$ cat src/rtl/mem_port_arbiter_if.sv
// Bus bundle between the core's fetch/data requesters, the arbiter and the memory macro.
// slave = arbiter view, master = environment (core + memory) view.
interface mem_port_arbiter_if #(
    parameter int AW = 32,
    parameter int DW = 32
);
    logic          if_req;
    logic [AW-1:0] if_addr;
    logic [DW-1:0] if_rdata;
    logic          if_valid;
    logic          d_req;
    logic          d_we;
    logic [AW-1:0] d_addr;
    logic [DW-1:0] d_wdata;
    logic [DW-1:0] d_rdata;
    logic          d_valid;
    logic          err;
    logic          busy;
    logic          mem_req;
    logic          mem_we;
    logic [AW-1:0] mem_addr;
    logic [DW-1:0] mem_wdata;
    logic [DW-1:0] mem_rdata;
    logic          mem_ack;

    modport slave (
        input  if_req, if_addr, d_req, d_we, d_addr, d_wdata, mem_rdata, mem_ack,
        output if_rdata, if_valid, d_rdata, d_valid, err, busy,
               mem_req, mem_we, mem_addr, mem_wdata
    );

    modport master (
        output if_req, if_addr, d_req, d_we, d_addr, d_wdata, mem_rdata, mem_ack,
        input  if_rdata, if_valid, d_rdata, d_valid, err, busy,
               mem_req, mem_we, mem_addr, mem_wdata
    );
endinterface

$ cat src/rtl/mem_port_arbiter.sv
// Serialises fetch and data accesses onto one memory port with a req/ack handshake,
// bounded fetch starvation and an optional response timeout.
module mem_port_arbiter #(
    parameter int AW          = 32,
    parameter int DW          = 32,
    parameter int MAX_D_BURST = 4,
    parameter int TIMEOUT     = 64
) (
    input logic               clk,
    input logic               rst,
    mem_port_arbiter_if.slave bus
);
    localparam logic [3:0] MAXB = MAX_D_BURST[3:0];
    localparam logic [7:0] TMO  = TIMEOUT[7:0];

    typedef enum logic [1:0] {IDLE, BUSY, DONE} state_e;

    state_e        state_q;
    logic          fetch_q;
    logic          store_q;
    logic [3:0]    streak_q;
    logic [7:0]    tmo_q;
    logic          mem_req_q;
    logic          mem_we_q;
    logic [AW-1:0] mem_addr_q;
    logic [DW-1:0] mem_wdata_q;
    logic [DW-1:0] if_rdata_q;
    logic [DW-1:0] d_rdata_q;
    logic          if_valid_q;
    logic          d_valid_q;
    logic          err_q;
    logic          busy_q;

    logic grant_d;
    logic tmo_hit;

    // Data wins ties until it has starved a waiting fetch MAX_D_BURST times in a row.
    assign grant_d = bus.d_req && !(bus.if_req && streak_q == MAXB);
    assign tmo_hit = (TMO != 8'd0) && (tmo_q + 8'd1 == TMO);

    always_ff @(posedge clk or negedge rst) begin
        if (!rst) begin
            state_q     <= IDLE;
            fetch_q     <= 1'b0;
            store_q     <= 1'b0;
            streak_q    <= '0;
            tmo_q       <= '0;
            mem_req_q   <= 1'b0;
            mem_we_q    <= 1'b0;
            mem_addr_q  <= '0;
            mem_wdata_q <= '0;
            if_rdata_q  <= '0;
            d_rdata_q   <= '0;
            if_valid_q  <= 1'b0;
            d_valid_q   <= 1'b0;
            err_q       <= 1'b0;
            busy_q      <= 1'b0;
        end else begin
            if_valid_q <= 1'b0;
            d_valid_q  <= 1'b0;
            err_q      <= 1'b0;
            case (state_q)
                IDLE: begin
                    if (bus.d_req || bus.if_req) begin
                        state_q   <= BUSY;
                        busy_q    <= 1'b1;
                        mem_req_q <= 1'b1;
                        tmo_q     <= '0;
                        if (grant_d) begin
                            fetch_q     <= 1'b0;
                            store_q     <= bus.d_we;
                            mem_we_q    <= bus.d_we;
                            mem_addr_q  <= bus.d_addr;
                            mem_wdata_q <= bus.d_wdata;
                            if (bus.if_req)
                                streak_q <= (streak_q == MAXB) ? MAXB : streak_q + 4'd1;
                            else
                                streak_q <= '0;
                        end else begin
                            fetch_q    <= 1'b1;
                            store_q    <= 1'b0;
                            mem_we_q   <= 1'b0;
                            mem_addr_q <= bus.if_addr;
                            streak_q   <= '0;
                        end
                    end
                end
                BUSY: begin
                    tmo_q <= tmo_q + 8'd1;
                    // Ack takes priority over a timeout landing on the same cycle.
                    if (bus.mem_ack || tmo_hit) begin
                        state_q   <= DONE;
                        mem_req_q <= 1'b0;
                        mem_we_q  <= 1'b0;
                        err_q     <= !bus.mem_ack;
                        if (fetch_q) begin
                            if_valid_q <= 1'b1;
                            if_rdata_q <= bus.mem_ack ? bus.mem_rdata : '0;
                        end else begin
                            d_valid_q <= 1'b1;
                            if (!store_q)
                                d_rdata_q <= bus.mem_ack ? bus.mem_rdata : '0;
                        end
                    end
                end
                DONE: begin
                    state_q <= IDLE;
                    busy_q  <= 1'b0;
                end
                default: begin
                    state_q   <= IDLE;
                    busy_q    <= 1'b0;
                    mem_req_q <= 1'b0;
                    mem_we_q  <= 1'b0;
                end
            endcase
        end
    end

    assign bus.mem_req   = mem_req_q;
    assign bus.mem_we    = mem_we_q;
    assign bus.mem_addr  = mem_addr_q;
    assign bus.mem_wdata = mem_wdata_q;
    assign bus.if_rdata  = if_rdata_q;
    assign bus.d_rdata   = d_rdata_q;
    assign bus.if_valid  = if_valid_q;
    assign bus.d_valid   = d_valid_q;
    assign bus.err       = err_q;
    assign bus.busy      = busy_q;
endmodule

$ cat src/flat_wrapper.sv
// flat-port wrapper written by rule: the top's interface ports become plain ports
module mem_port_arbiter_flat 
#(
    parameter int AW          = 32,
    parameter int DW          = 32,
    parameter int MAX_D_BURST = 4,
    parameter int TIMEOUT     = 64
)
  (clk, rst, bus_if_req, bus_if_addr, bus_d_req, bus_d_we, bus_d_addr, bus_d_wdata, bus_mem_rdata, bus_mem_ack, bus_if_rdata, bus_if_valid, bus_d_rdata, bus_d_valid, bus_err, bus_busy, bus_mem_req, bus_mem_we, bus_mem_addr, bus_mem_wdata);
  mem_port_arbiter_if #(.AW(AW), .DW(DW)) bus_i ();
  input logic clk;
  input logic rst;
  input wire logic [$bits(bus_i.if_req)-1:0] bus_if_req;
  input wire logic [$bits(bus_i.if_addr)-1:0] bus_if_addr;
  input wire logic [$bits(bus_i.d_req)-1:0] bus_d_req;
  input wire logic [$bits(bus_i.d_we)-1:0] bus_d_we;
  input wire logic [$bits(bus_i.d_addr)-1:0] bus_d_addr;
  input wire logic [$bits(bus_i.d_wdata)-1:0] bus_d_wdata;
  input wire logic [$bits(bus_i.mem_rdata)-1:0] bus_mem_rdata;
  input wire logic [$bits(bus_i.mem_ack)-1:0] bus_mem_ack;
  output wire logic [$bits(bus_i.if_rdata)-1:0] bus_if_rdata;
  output wire logic [$bits(bus_i.if_valid)-1:0] bus_if_valid;
  output wire logic [$bits(bus_i.d_rdata)-1:0] bus_d_rdata;
  output wire logic [$bits(bus_i.d_valid)-1:0] bus_d_valid;
  output wire logic [$bits(bus_i.err)-1:0] bus_err;
  output wire logic [$bits(bus_i.busy)-1:0] bus_busy;
  output wire logic [$bits(bus_i.mem_req)-1:0] bus_mem_req;
  output wire logic [$bits(bus_i.mem_we)-1:0] bus_mem_we;
  output wire logic [$bits(bus_i.mem_addr)-1:0] bus_mem_addr;
  output wire logic [$bits(bus_i.mem_wdata)-1:0] bus_mem_wdata;
  assign bus_i.if_req = bus_if_req;
  assign bus_i.if_addr = bus_if_addr;
  assign bus_i.d_req = bus_d_req;
  assign bus_i.d_we = bus_d_we;
  assign bus_i.d_addr = bus_d_addr;
  assign bus_i.d_wdata = bus_d_wdata;
  assign bus_i.mem_rdata = bus_mem_rdata;
  assign bus_i.mem_ack = bus_mem_ack;
  assign bus_if_rdata = bus_i.if_rdata;
  assign bus_if_valid = bus_i.if_valid;
  assign bus_d_rdata = bus_i.d_rdata;
  assign bus_d_valid = bus_i.d_valid;
  assign bus_err = bus_i.err;
  assign bus_busy = bus_i.busy;
  assign bus_mem_req = bus_i.mem_req;
  assign bus_mem_we = bus_i.mem_we;
  assign bus_mem_addr = bus_i.mem_addr;
  assign bus_mem_wdata = bus_i.mem_wdata;
  mem_port_arbiter #(.AW(AW), .DW(DW), .MAX_D_BURST(MAX_D_BURST), .TIMEOUT(TIMEOUT)) u_core (.clk(clk), .rst(rst), .bus(bus_i));
endmodule
$ cat config.mk
export PLATFORM = sky130hd
export DESIGN_NAME = mem_port_arbiter_flat
export DESIGN_NICKNAME = d
export VERILOG_FILES = /design/src/rtl/mem_port_arbiter_if.sv /design/src/rtl/mem_port_arbiter.sv /design/src/flat_wrapper.sv
export SDC_FILE = /design/constraint.sdc
export NUM_CORES = 1
export LEC_CHECK = 0
export CORE_ASPECT_RATIO = 0.9
export CORE_MARGIN = 3
export CORE_UTILIZATION = 42
export DETAILED_ROUTE_END_ITERATION = 10
export PLACE_DENSITY = 0.79
export SYNTH_ARGS = -nofsm -noshare
export SYNTH_HDL_FRONTEND = slang
export SYNTH_SLANG_ARGS = --single-unit
$ cat constraint.sdc
create_clock -name clk -period 2.7 [get_ports clk]
set_input_delay 0.54 -clock clk [delete_from_list [all_inputs] [get_ports clk]]
set_output_delay 0.54 -clock clk [all_outputs]
set_load 0.05 [all_outputs]
# Word-level counts from Yosys, hierarchy flattened
# Cells that the tools add are included.
[totals]
ff_bits = 150
input_bits = 134
out_inout_bits = 134
[classes]
n_addsub = 2
n_eq_ne = 6
mux = 26
n_bitwise = 4
n_reduce_logical = 16
[op_table]
columns = ["operator", "count"]
rows = [
  ["$mux W32", 2],
  ["$pmux W8 S2", 1],
  ["$mux W1", 13],
  ["$mux W4", 3],
  ["$reduce_and A3 Y1", 3],
  ["$add A8 B1 Y8 const B", 1],
  ["$eq A8 B7 Y1 const B", 1],
  ["$mux W8", 1],
  ["$reduce_and A2 Y1", 4],
  ["$pmux W1 S3", 2],
  ["$add A4 B1 Y4 const B", 1],
  ["$eq A4 B3 Y1 const B", 1],
  ["$mux W2", 2],
  ["$ne A2 B1 Y1 const B", 2],
  ["$not A1 Y1", 4],
  ["$pmux W2 S2", 1],
  ["$reduce_and A4 Y1", 1],
  ["$eq A2 B1 Y1 const B", 1],
  ["$eq A2 B2 Y1 const B", 1],
  ["$logic_and A1 B1 Y1", 2],
  ["$logic_not A1 Y1", 2],
  ["$logic_not A2 Y1", 1],
  ["$logic_or A1 B1 Y1", 2],
  ["$pmux W1 S2", 1],
  ["$reduce_bool A2 Y1", 1],
]

# Logic depth before layout (Yosys ltp)
# Gate-level depths: netlist (run 1).
[logic_depth]
depth_word = 7
ltp_mapped = 9

# Worst setup path after synthesis (run 1)
# OpenSTA, ideal clock, no wires.
[synth_timing]
path_kind = "register to register"
startpoint = "register u_core.tmo_q[0]"
endpoint = "register u_core.d_rdata_q[0] (netlist: u_core.bus.d_rdata[0])"
arrival_ns = 1.858
required_ns = 2.579
setup_slack_ns = 0.721
path_stages_with_launch = 9
path_buffers = 2
synth_period_minus_slack_ns = 1.979
path_cell_list = "dfrtp_1 ha_1 and3_1 buf_6 mux2i_2 a31oi_4 a21o_4 buf_6 a22o_1"
[synth_between]
elab_chain_cells = 4
[synth_lines]
columns = ["element", "line", "rtl"]
rows = [
  ["start: declaration", "mem_port_arbiter.sv:22", "logic [7:0] tmo_q;"],
  ["start signal: assignment", "mem_port_arbiter.sv:89", "tmo_q <= tmo_q + 8'd1;"],
  ["$add A8 B1 Y8", "mem_port_arbiter.sv:39", "assign tmo_hit = (TMO != 8'd0) && (tmo_q + 8'd1 == TMO);"],
  ["$eq A8 B7 Y1", "mem_port_arbiter.sv:39", ""],
  ["$logic_or A1 B1 Y1", "mem_port_arbiter.sv:91", "if (bus.mem_ack || tmo_hit) begin"],
  ["$reduce_and A4 Y1 (no source line)", "--", ""],
  ["end signal: assignment", "mem_port_arbiter.sv:102", "d_rdata_q <= bus.mem_ack ? bus.mem_rdata : '0;"],
  ["end: declaration", "mem_port_arbiter.sv:28", "logic [DW-1:0] d_rdata_q;"],
]
# Every way passes these cells.
# A chain may end at the register's enable or synchronous reset.

# Worst setup path after layout (run 1)
[layout_timing]
startpoint = "register u_core.tmo_q[0]"
endpoint = "register u_core.if_rdata_q[16] (netlist: u_core.bus.if_rdata[16])"
[layout_between]
elab_chain_cells = 4
[layout_lines]
columns = ["element", "line", "rtl"]
rows = [
  ["$add A8 B1 Y8", "mem_port_arbiter.sv:39", ""],
  ["$eq A8 B7 Y1", "mem_port_arbiter.sv:39", ""],
  ["$logic_or A1 B1 Y1", "mem_port_arbiter.sv:91", ""],
  ["$reduce_and A3 Y1 (no source line)", "--", ""],
  ["end signal: assignment", "mem_port_arbiter.sv:98", "if_rdata_q <= bus.mem_ack ? bus.mem_rdata : '0;"],
  ["end: declaration", "mem_port_arbiter.sv:27", "logic [DW-1:0] if_rdata_q;"],
]
# Every way passes these cells.

==> flow_summary.json, run 1 <==
{
  "outcome": "finished, final reports clean",
  "swShare_pct": 46.2,
  "num-nets-final": 882,
  "syn_avg_cell_area_um2": 12.8,
  "ctsResizeCount": 0,
  "track_usage_pct": 23.1,
  "fin_tns_setup_ns": 0,
  "p_int_mw": 7.72,
  "use_met2_pct": 39.8,
  "clk_latency_ns": 0.41,
  "relSlewSlack_pct": 58.4,
  "clockBufferDepth": 2,
  "p_leak_nw": 4.43,
  "synth_edf_count": 0,
  "synth_top_area_share_pct": 61.1,
  "cts_tree": "built",
  "viasPerCell": 5.31,
  "synth_area_leaders": "dfrtp_1 61%, mux2_2 5.9%, a221o_1 5.2%, mux2i_1 5.2%, a22o_1 4.7%",
  "ys_async_sr_fraction_pct": 100,
  "critPathBufInv": 1,
  "cts_sinks": 150,
  "whs_ns": 0.126,
  "numCtsBuffers": 17,
  "grt.busiest_layer": "met2",
  "period_share_pct": 82.3,
  "placementRows": 41,
  "comb_power_share_pct": 54.8,
  "diodes": 0,
  "syn_nets": 617,
  "grt.overflow.total": 0,
  "grt_max_degree": 70,
  "postRouteAntennaNets": 0,
  "cp_slowest_cell": "dfrtp_1",
  "synth-seq-cells": 150,
  "root_buffer": "clkbuf_16",
  "use_met3_pct": 7.28,
  "critPathMaxFanout": 32,
  "total_power_mw": 14.4,
  "synth_ff_type": "dfrtp_1",
  "postCtsSetupRepairBufs": 0,
  "synth.largest_area_cell": "dfrtp_1",
  "clk_pin_slew_ns": 0.06,
  "fmax_mhz": 450,
  "route.detailed.wl_per_inst_um": 19.1,
  "cap_violations": 0,
  "drt-initial-drc-count": 312,
  "vias": 5051,
  "dpl.hpwl_mm": 13.2,
  "start_kind": "register",
  "place_congestion": 0.817,
  "coreArea_um2": 14200,
  "powerDensity_nw_per_um2": 1480,
  "start_util_pct": 43.4,
  "h-tree-depth": 4,
  "die_h_um": 121,
  "worstSetupPathType": "reg -> reg",
  "synth_cells": 480,
  "syn-cell-area_um2": 6140,
  "clock_skew_ns": 0.00676,
  "cts_hold_buf": 0,
  "grt_pass1_vias": 5322,
  "peakVddDrop_mv": 0.757,
  "remaining_drc_errors": 0,
  "ys_types": 42,
  "hold_path_class": "in -> async",
  "cp_data_required_time_ns": 2.98,
  "area_growth_syn_to_layout_pct": 57.6,
  "fin_ws_ns": 0.477,
  "drt_first_pass_iters": 4,
  "arrival_ns": 2.50,
  "io_pins": 268,
  "grtUsageMet1_pct": 27.7,
  "io_buffers": 267,
  "drv_slew": 0,
  "tightest_slew_ns": 0.624,
  "finalHoldViolCount": 0,
  "slowest_delay_ns": 0.43,
  "p_switching_mw": 6.64,
  "cp_cell_sequence": "ha_1 -> and3_1 -> mux2i_2 -> a31oi_4 -> nor3_4 -> buf_4 -> nor2_1",
  "setup_violations": 0,
  "final_util_pct": 68.4,
  "grt_pass1_wl_mm": 29.0,
  "path_delay_family": "simple AND/OR/NAND/NOR gates",
  "rsz0062_at_grt": "false",
  "fp.dieW_um": 133,
  "dieArea_um2": 16100,
  "seq_power_share_pct": 27.8,
  "post-route-min-period_ns": 2.22,
  "p_clk_share_pct": 17.4,
  "finalWirelength_mm": 18.2,
  "post-place-ws_ns": 0.238,
  "drive_above_1_share_pct": 11.7,
  "endpoint_kind": "register",
  "fill_cells": 1008,
  "ys_seq_area_share_pct": 61.1,
  "yosysWarnings": 0,
  "antenna_found_initial": 0
}
power by group through the flow:
| stage | Combinational [mW] | Sequential [mW] | Clock (mW) |
|---|---|---|---|
| finish | 7.87 | 3.99 | 2.50 |
| global route | 8.18 | 4.12 | 2.64 |
| CTS | 7.93 | 3.99 | 2.55 |
| detailed placement | 7.91 | 3.99 | 0 |
| global placement | 7.79 | 3.95 | 0 |
| floorplan | 1.62 | 7.37 | 0 |
cell usage after synthesis, drive strengths merged, types with 7 or more instances:
cell type  number
nor2           47
mux2i          33
a221o          32
dfrtp         150
a22o           33
nand3           7
o21ai          17
and3           33
nand2          17
buf            22
clkbuf         14
mux2           32
metrics by stage:
step / cells / instance area [µm²]
after floorplan: 480 / 6140
after detailed placement: 919 / 9050
after CTS: 951 / 9680
after global routing: 951 / 9680
after global placement: 919 / 9050
final: 951 / 9680
layer usage:
layer  vias to the layer above  wire length, µm  share of wire, %
li1                       2295                -                 -
met1                      2500             7030                39
met2                       230             9460                52
met3                        26             1400               7.7
met4                         0              315               1.7
met5                         -                0                 0
registers in the layout, indices dropped and copies added, names as in the netlist:
| register | cells |
|---|---|
| u_core.bus.if_rdata | 32 |
| u_core.state_q | 2 |
| u_core.bus.err | 1 |
| u_core.fetch_q | 1 |
| u_core.bus.d_valid | 1 |
| u_core.bus.mem_we | 1 |
| u_core.bus.d_rdata | 32 |
| u_core.tmo_q | 8 |
| u_core.store_q | 1 |
| u_core.bus.busy | 1 |
| u_core.bus.mem_req | 1 |
| u_core.bus.mem_wdata | 32 |
| u_core.bus.if_valid | 1 |
| u_core.streak_q | 4 |
| u_core.bus.mem_addr | 32 |
area by class of cell:
type | instances | area (µm²) | area share [%]
clock inverters | 12 | 176 | 1.82
flip-flops and latches | 150 | 3750 | 38.8
repair buffers | 282 | 2840 | 29.3
well taps | 193 | 241 | 2.49
clock buffers | 20 | 457 | 4.72
inverters | 5 | 18.8 | 0.194
multi-input cells | 289 | 2200 | 22.7
worst register-to-register path, delay by kind of cell, from the launching register on:
family,cells,cell delay (ns)
compound gates,1,0.17
fa+ha+maj,1,0.25
buf+inv,1,0.35
flops,1,0.43
mux,1,0.29
simple gates,3,0.59
cell families after synthesis:
logic type | synth area share (%)
fa+ha+maj | 0.611
xor+xnor | 0.285
mux | 11.3
flops | 61.1
buf+inv | 3.44
simple gates | 9.88
compound gates | 13.4
layout by cell type (no fill, tap or decap), types with 3 or more instances in the layout:
cell and instances:
clkdlybuf4s50_1 266, dfrtp_1 150, nor2_1 46, and3_1 33
a22o_1 33, mux2i_1 32, mux2_2 32, a221o_1 32
nand2_1 17, o21ai_0 17, clkbuf_16 17, buf_4 11
nand3_1 6, inv_1 5, nand4_1 5, clkinvlp_4 5
bufinv_16 4, buf_12 4, o21a_1 3, ha_1 3
path summary, 6_finish.rpt:
| check | start | to | slack (ns) | cells after the start |
|---|---|---|---|---|
| min | rst | u_core.bus.if_rdata[30] | 0.13 | 1 |
| max reg2reg | u_core.tmo_q[0] | u_core.bus.if_rdata[16] | 0.48 | 7 |
| min in group clk | u_core.bus.d_rdata[20] | u_core.bus.d_rdata[20] | 0.50 | 1 |
| max in group asynchronous | rst | u_core.bus.mem_addr[12] | 1.88 | 2 |
| max | u_core.tmo_q[0] | u_core.bus.if_rdata[16] | 0.48 | 7 |
| min reg2reg | u_core.bus.d_rdata[20] | u_core.bus.d_rdata[20] | 0.50 | 1 |
Note: power is estimated with default switching activity, not from simulation.
==> run 2, diff against run 1 <==
--- a/config.mk
+++ b/config.mk
@@ -7,9 +7,9 @@
 export LEC_CHECK = 0
 export CORE_ASPECT_RATIO = 0.9
 export CORE_MARGIN = 3
-export CORE_UTILIZATION = 42
+export CORE_UTILIZATION = 38
 export DETAILED_ROUTE_END_ITERATION = 10
-export PLACE_DENSITY = 0.79
+export PLACE_DENSITY = 0.75
 export SYNTH_ARGS = -nofsm -noshare
 export SYNTH_HDL_FRONTEND = slang
 export SYNTH_SLANG_ARGS = --single-unit
==> constraint.sdc (replaced) <==
create_clock -name clk -period 1.85 [get_ports clk]
set_input_delay 0.37 -clock clk [delete_from_list [all_inputs] [get_ports clk]]
set_output_delay 0.37 -clock clk [all_outputs]
set_load 0.05 [all_outputs]
==> run 2 against run 1 <==
  * Largest power group unchanged
  * Clock skew rose by 0.0048 ns
  * Clock-buffer cell count is 3 lower
  * Highest routed layer unchanged
  * Critical path depth up 1
  * Non-clock buffer count rose by 30
  * The run now ends with setup timing left
  * Sequential share of layout area down 0.43 points
==> flow_summary.json, run 2 (synthesized netlist as in run 1, its figures left out) <==
{
  "grt_pass1_wl_mm": 29.3,
  "final_util_pct": 62.8,
  "start_kind": "register",
  "whs_ns": 0.460,
  "dpl.hpwl_mm": 13.4,
  "io_buffers": 267,
  "grt_pass1_vias": 5421,
  "most-common-layout-cells": "162 x buf_4, 150 x dfrtp_1, 132 x clkdlybuf4s50_1",
  "fin_ws_ns": -0.0335,
  "finalWirelength_mm": 18.9,
  "area_growth_syn_to_layout_pct": 59.4,
  "relSlewSlack_pct": 66.9,
  "rr_worst_depth": 8,
  "arrival_ns": 2.18,
  "powerDensity_nw_per_um2": 2110,
  "route.detailed.wl_per_inst_um": 19.1,
  "io_pins": 268,
  "critPathMaxFanout": 8,
  "remaining_drc_errors": 0,
  "dieArea_um2": 17700,
  "worstSetupPathType": "reg -> reg",
  "endpoint_kind": "register",
  "drive_above_1_share_pct": 34.9,
  "period_share_pct": 102,
  "post-route-min-period_ns": 1.88,
  "placed_cell_area_um2": 8910,
  "coreArea_um2": 15600,
  "fp.dieW_um": 140,
  "cp_data_required_time_ns": 2.15,
  "outcome": "complete, but fails checks",
  "clockBufferDepth": 2,
  "rsz0062_at_grt": "true",
  "layout_commonest_cell": "buf_4",
  "place_congestion": 0.824,
  "num-nets-final": 913,
  "postRouteAntennaNets": 0,
  "viasPerCell": 5.23,
  "drv_slew": 0,
  "numCtsBuffers": 17,
  "peakVddDrop_mv": 1.22,
  "clk_pin_slew_ns": 0.06,
  "h-tree-depth": 4,
  "tightest_slew_ns": 0.499,
  "total_power_mw": 20.7,
  "clk_latency_ns": 0.42,
  "start_util_pct": 39.4,
  "fin_tns_setup_ns": -0.602,
  "fmax_mhz": 531,
  "die_h_um": 127,
  "drt_first_pass_iters": 4,
  "p_leak_nw": 4.76,
  "cts_sinks": 150,
  "grt.overflow.total": 0,
  "grt_max_degree": 62,
  "clock_skew_ns": 0.0115,
  "cts_tree": "built",
  "final_area_um2": 9790,
  "track_usage_pct": 21.0,
  "cap_violations": 0,
  "violations": "setup timing",
  "placementRows": 43,
  "r2r_end": "u_core.bus.if_rdata[0]",
  "regToRegSetupSlack_ns": -0.03,
  "finalHoldViolCount": 0,
  "diodes": 0,
  "root_buffer": "clkbuf_16",
  "vias": 5180,
  "antenna_found_initial": 0,
  "hold_path_class": "in -> async",
  "setup_violations": 31,
  "drt-initial-drc-count": 252,
  "reg2reg_from": "u_core.tmo_q[0]"
}
## run 2: per-layer routing
metal  up-vias  share of wire, %  track usage, %  wire length (µm)
met5         -                 0               0                 0
met2       243                52            36.6              9910
met4         0               2.4            9.74               456
met1      2537                38            24.0              7160
met3        34               7.4            6.14              1390
li1       2366                 -               -                 -
## run 2: metrics by stage
stage / std cells / worst slack [ns]
6_report: 991 / -0.0335
4_1_cts: 982 / -0.0443
3_3_place_gp: 946 / -0.296
5_1_grt: 991 / -0.107
3_5_place_dp: 946 / -0.334
2_1_floorplan: 480 / -0.0503
## run 2: worst max-delay path by stage
| stage | start | to | slack, ns | depth (start not counted) |
|---|---|---|---|---|
| final | u_core.tmo_q[0] | u_core.bus.if_rdata[0] | -0.03 | 8 |
| after detailed placement | bus_if_req | u_core.streak_q[0] | -0.33 | 8 |
| after floorplan | u_core.tmo_q[0] | u_core.bus.d_rdata[0] | -0.05 | 8 |
| after global placement | bus_d_req | u_core.bus.mem_wdata[24] | -0.30 | 6 |
| after CTS | u_core.tmo_q[1] | u_core.bus.if_rdata[4] | -0.04 | 7 |
| after global routing | u_core.tmo_q[1] | u_core.bus.if_rdata[26] | -0.11 | 8 |
## run 2: critical path: stages, from the launching register on
cell and delay (ns):
dfrtp_1 0.36, ha_2 0.19, and3_4 0.22, mux2i_4 0.24, a31oi_4 0.17, nor3_4 0.22
buf_6 0.15, clkbuf_16 0.16, nor2_2 0.04
## run 2: area by class of cell
class	count	area [µm²]
Fill cell	1217	5810
Sequential cell	150	3750
Timing Repair Buffer	312	2880
Multi-Input combinational cell	290	2300
Clock buffer	17	425
Tap cell	202	253
Clock inverter	15	165
Inverter	5	18.8
## run 2: report_power, final
group	switching, mW	internal (mW)
clock network	1.42	2.02
logic	7.49	3.92
registers	0.983	4.83
## run 2: what timing repair did
item                                    in CTS  in global routing
hold buffers                                 1                  0
hold endpoints to repair                    43                  0
pin swaps                                    1                  6
endpoints found under the setup margin      37                 96
gates cloned                                 2                  5
gates resized for setup                      7                 24
buffers inserted                             1                  4
